`config.mk`:
```
export PLATFORM = sky130hd
export DESIGN_NAME = step_gen
export DESIGN_NICKNAME = d
export VERILOG_FILES = /design/src/rtl/step_gen.sv
export SDC_FILE = /design/constraint.sdc
export NUM_CORES = 1
export LEC_CHECK = 0
export ABC_AREA = 1
export CELL_PAD_IN_SITES_DETAIL_PLACEMENT = 0
export CELL_PAD_IN_SITES_GLOBAL_PLACEMENT = 1
export CORE_MARGIN = 1.5
export CORE_UTILIZATION = 44
export DETAILED_ROUTE_END_ITERATION = 7
export PLACE_DENSITY = 0.88
export SKIP_LAST_GASP = 1
export SLEW_MARGIN = 20
export SYNTH_ARGS = -nofsm -noshare
export SYNTH_HDL_FRONTEND = slang
export SYNTH_SLANG_ARGS = --single-unit
```
`constraint.sdc`:
```
create_clock -name clk -period 1.8 [get_ports clk]
set_clock_uncertainty 0.05 [all_clocks]
set_input_delay 0.36 -clock clk [delete_from_list [all_inputs] [get_ports clk]]
set_output_delay 0.36 -clock clk [all_outputs]
set_load 0.005 [all_outputs]
```
`src/rtl/step_gen.sv`:
```
// Debounced single-step generator: synchronizes a raw push-button, accepts one
// press at a time and emits a one-cycle step pulse plus a stretched step clock.
module step_gen #(
    parameter int DEBOUNCE_CYCLES  = 50000,
    parameter int STEP_HIGH_CYCLES = 5000
) (
    input  logic       clk,
    input  logic       reset,
    input  logic       button,
    output logic       step_pulse,
    output logic       step_clk,
    output logic [7:0] ticks,
    output logic       busy
);

    localparam int DW = $clog2(DEBOUNCE_CYCLES);
    localparam int HW = (STEP_HIGH_CYCLES > 1) ? $clog2(STEP_HIGH_CYCLES) : 1;
    localparam logic [DW-1:0] DCNT_MAX = DW'(DEBOUNCE_CYCLES - 1);
    localparam logic [HW-1:0] HCNT_MAX = HW'(STEP_HIGH_CYCLES - 1);

    typedef enum logic [2:0] {
        IDLE,
        PRESS_DB,
        HIGH,
        HOLD,
        RELEASE_DB
    } state_t;

    state_t        r_state;
    logic          r_s1;
    logic          r_s2;
    logic [DW-1:0] r_dcnt;
    logic [HW-1:0] r_hcnt;

    // NOTE: every output is a flop so step_clk is glitch-free; non-blocking
    // assignments keep all of them updating together on the same edge.
    always_ff @(posedge clk or negedge reset) begin
        if (!reset) begin
            r_state    <= IDLE;
            r_s1       <= 1'b0;
            r_s2       <= 1'b0;
            r_dcnt     <= '0;
            r_hcnt     <= '0;
            step_pulse <= 1'b0;
            step_clk   <= 1'b0;
            ticks      <= 8'd0;
            busy       <= 1'b0;
        end else begin
            r_s1       <= button;
            r_s2       <= r_s1;
            step_pulse <= 1'b0;

            case (r_state)
                IDLE: begin
                    if (r_s2) begin
                        r_state <= PRESS_DB;
                        r_dcnt  <= '0;
                        busy    <= 1'b1;
                    end
                end
                PRESS_DB: begin
                    if (!r_s2) begin
                        r_state <= IDLE;
                        busy    <= 1'b0;
                    end else if (r_dcnt == DCNT_MAX) begin
                        r_state    <= HIGH;
                        step_pulse <= 1'b1;
                        step_clk   <= 1'b1;
                        ticks      <= ticks + 8'd1;
                        r_hcnt     <= '0;
                    end else begin
                        r_dcnt <= r_dcnt + 1'b1;
                    end
                end
                // Button is deliberately ignored while the step clock is high.
                HIGH: begin
                    if (r_hcnt == HCNT_MAX) begin
                        r_state  <= HOLD;
                        step_clk <= 1'b0;
                    end else begin
                        r_hcnt <= r_hcnt + 1'b1;
                    end
                end
                HOLD: begin
                    if (!r_s2) begin
                        r_state <= RELEASE_DB;
                        r_dcnt  <= '0;
                    end
                end
                RELEASE_DB: begin
                    if (r_s2) begin
                        r_state <= HOLD;
                    end else if (r_dcnt == DCNT_MAX) begin
                        r_state <= IDLE;
                        busy    <= 1'b0;
                    end else begin
                        r_dcnt <= r_dcnt + 1'b1;
                    end
                end
                default: begin
                    r_state <= IDLE;
                    busy    <= 1'b0;
                end
            endcase
        end
    end

endmodule

```
Word-level counts from Yosys, hierarchy flattened
Cells that the tools add are included.

Register bits after elaboration: 45. Output and inout bits: 11. Logic and storage cells: 70.

Add/subtract/negate cells: 3. Reduce and logical (&&, ||, !) cells: 10. Eq/ne operators: 17. Bitwise gates (word level): 1. Mux-type cells: 30.

Operator list (number): $mux 16 (5); $pmux 16 s4 (1); $mux 13 (3); $pmux 13 s2 (1); $mux 3 (7); $ne 2x2->1 const B (9); $add 16x1->16 const B (1); $eq 16x16->1 const B (1); $pmux 3 s5 (1); $reduce_and 5->1 (3); $add 13x1->13 const B (1); $eq 13x13->1 const B (1); $mux 1 (10); $add 8x1->8 const B (1); $reduce_and 4->1 (2); $eq 3x2->1 const B (2); $ne 3x3->1 const B (2); $pmux 1 s4 (1); $reduce_bool 4->1 (1); $eq 3x1->1 const B (1); $eq 3x3->1 const B (1); $logic_not 3->1 (1); $reduce_and 3->1 (1); $pmux 1 s2 (1); 3 further kinds (3).

Logic depth before layout (Yosys ltp)
Depth after elaboration: 4. Depth in mapped cells: 10.

Worst setup path after synthesis
OpenSTA, ideal clock, no wires.

Path kind: register to register. Start point: reg r_dcnt[0]. End point: reg r_dcnt[8]. Slack: 0.303 ns. Cell stages (with the launch flop): 9. Period minus slack after synthesis: 1.497 ns. Arrival: 1.373 ns. Setup time: 0.074 ns. Cell sequence: dfrtp_1 -> ha_1 -> nand3_1 -> nor2_4 -> nand3_2 -> nand3_4 -> buf_8 -> nand2_1 -> o21ai_2.

Longest elaborated chain between the ends: 4. Elaborated cells on any way between the ends: 6. Classes of those cells: add/sub: 1; eq/ne: 1; mux: 4.

Ends and longest elaborated chain: start, declared (line 32) `logic [DW-1:0] r_dcnt;`; start signal, assigned (line 72) `r_dcnt <= r_dcnt + 1'b1;`; start signal, assigned (line 97) `r_dcnt <= r_dcnt + 1'b1;`; $add 16x1->16 or $eq 16x16->1 (tied branches); $mux 16 * (line 65, 93); $mux 16, on equally long branches (line 91, 62); $pmux 16 s4 * (line 53) `case (r_state)`.

Every way passes the cells marked *; elsewhere a longest branch is shown, timed or not. The select of a mux whose other input is x is not followed. A chain may end at the register's enable or synchronous reset.

Worst setup path after layout
Start point: reg ticks[0]. End point: out ticks[0].

RTL lines: start, declared (line 12) `output logic [7:0] ticks,`; start signal, assigned (line 69) `ticks <= ticks + 8'd1;`.

No word-level cell between the ends.

==> metrics.txt <==
status finished, final reports clean; final hold slack 0.310 ns; Synth Net Count 395; worst slew pin tran 0.452 ns; clock buffer depth 2; routed via count 2539; r2r setup slk 0.14 ns; die height 83.5 um; Crit. End Element output port; commonest non-fill, non-tap cell in the layout nand2_1; CTS Buf Count 5; drt initial violations 183; wire length per cell 12.2 um; Post-route DRC 0; Worst path top cell family by delay buffers and inverters; IO Count 14; vias per cell 5.12; reg2reg path depth 9; Hold Crit Class reg -> reg; Achievable Freq 0.595 GHz; Starting Density 0.452; crit share post-route 0.933; Port Buffers 13; synthesized area per cell 7.33 sq um; Setup crit end ticks[0]; Post-Synth Adder-Cell Area 0.0132; Die Footprint 6970 sq um; vias in the first global route 2383; Worst path depth 1; initial antenna violation count 0; crit path time final 1.68 ns; synth warn 0; slowest CP cell clkdlybuf4s50_1; gr usage total 0.190; Site Rows 29; CTS sink count 45; leakage 1.46 nW; Layout Area Growth over Synthesis 13.9%; crit path DAT 1.27 ns; setup violators final 0; Clock Latency Late Sink 0.30 ns; diodes inserted 0; instance count of the mapped netlist 389; Pins Over Slew Limit 0; VDD IR-drop max 0.421 mV; RR Endpoint r_dcnt[8]; TritonCTS clock tree yes; most frequent cells in the layout nand2_1, dfrtp_1, nor2_1; Worst path max stage delay 0.53 ns; PD cells 990 nW/um^2; Distinct cells, synth 34; Hold Violations, Final 0; RSZ-0062 raised after global routing false; CP Class reg -> out; Simple-Gate Fraction of Synth Area 0.400; Antenna Nets Post-Route 0; largest family of logic cells by synthesized area simple AND/OR/NAND/NOR gates; total core area 6310 sq um; FF+latch count, synth 45; final wirelength 6040 um; clock root cell clkbuf_8; Buf/Inv on CP 1; Crit. Startpoint ticks[0]; worst r2r src r_state[2]; Nets 426; ratio of cells with drive above 1 in the final layout 0.150; H-tree depth 2; routability cong. 0.893; mux contribution to synthesized area 0; Post-DP HPWL 4600 um; first-pass GRT wire length 10900 um; Worst Path Required 1.39 ns; xor/xnor share of the synthesized area 0.0399; max cap viols 0; largest net degree at the start of global routing 21; worst-path cell chain clkdlybuf4s50_1; first-pass iteration count of the detailed router 5; die width 83.5 um; Sum Neg Setup Slack 0 ns; post-synthesis sequential area ratio 0.395; CP Max Fanout 5; Synth Cell Area 2850 sq um; GRT overflow 0; post-synthesis compound-gate area fraction 0.0864; slew margin rel. 0.699; clock-pin slew on the worst setup and hold paths 0.08 ns; CP Launch Type register
## kinds of logic after synthesis
kind of cell | Yosys count
adders and majority gates | 3
DFF | 45
buffers and inverters | 43
AOI/OAI and AO/OA | 37
xor gates and xnor gates | 13
and+or+nand+nor | 248
## what timing repair did
item                                    4_1_cts  5_1_grt
hold buffers                                  1        0
buffers inserted                              0        2
endpoints found under the setup margin        0       19
hold endpoints to repair                     17        0
resized for setup                             0        3
## per-stage QoR
stage	instances	cell area [sq um]	total power [mW]	setup slack (ns)	utilization
2_1_floorplan	389	2850	2.28	0.303	-
3_3_place_gp	487	3140	2.63	0.119	0.497
3_5_place_dp	487	3140	2.63	0.101	0.497
4_1_cts	494	3220	3.23	0.0712	0.511
5_1_grt	496	3250	3.46	0.00860	0.514
6_report	496	3250	3.22	0.120	0.514
## synth_stat cells, drive strengths merged
| master | instances | area (sq um) |
|---|---|---|
| o21ai | 25 | 170 |
| dfrtp | 45 | 1130 |
| xnor2 | 5 | 43.8 |
| ha | 3 | 37.5 |
| nand2 | 134 | 533 |
| clkinv | 1 | 5.00 |
| xor2 | 8 | 70.1 |
| nand4 | 13 | 81.3 |
| o22ai | 1 | 6.26 |
| nor3 | 5 | 35.0 |
| nor2 | 48 | 215 |
| a21oi | 5 | 25.0 |
| o211ai | 3 | 22.5 |
| nand3 | 44 | 250 |
| buf | 4 | 36.3 |
| nand3b | 1 | 7.51 |
| o21bai | 2 | 15.0 |
| o21a | 1 | 7.51 |
| inv | 38 | 145 |
| and2 | 1 | 6.26 |
| or2 | 2 | 12.5 |
## state kept, by name, indices dropped and copies added (netlist names)
| name | cells |
|---|---|
| r_s2 | 1 |
| r_dcnt | 16 |
| ticks | 8 |
| r_hcnt | 13 |
| step_pulse | 1 |
| busy | 1 |
| step_clk | 1 |
| r_s1 | 1 |
| r_state | 3 |
## metal layers
layer  wire length (um)  GRT usage  up-vias
li1                   -          -     1324
met1               2850      0.258     1154
met2               2890      0.305       46
met3                179     0.0336       15
met4                122     0.0715        0
met5                  0          0        -
## worst min path at each step
stage | startpoint | end | slack (ns) | cells past startpoint
detailed placement | reset | ticks[4] | 0.29 | 1
global placement | r_s1 | r_s2 | 0.28 | 0
CTS | r_s1 | r_s2 | 0.31 | 0
finish | r_s1 | r_s2 | 0.31 | 0
global route | r_s1 | r_s2 | 0.31 | 0
floorplan | reset | busy | 0.01 | 0
## report_power, final
| group | internal, mW | switching, mW | leakage, nW |
|---|---|---|---|
| Clock | 0.256 | 0.338 | 0.0399 |
| Sequential | 1.11 | 0.117 | 0.614 |
| Combinational | 0.464 | 0.935 | 0.802 |
## area by class of cell
class,count,area (sq um)
Inverter,39,150
Clock buffer,5,68.8
Timing Repair Buffer,28,253
Sequential cell,45,1130
Clock inverter,1,5.00
Fill cell,609,3070
Multi-Input combinational cell,301,1550
Tap cell,77,96.3
(Power assumes the default switching activity.)
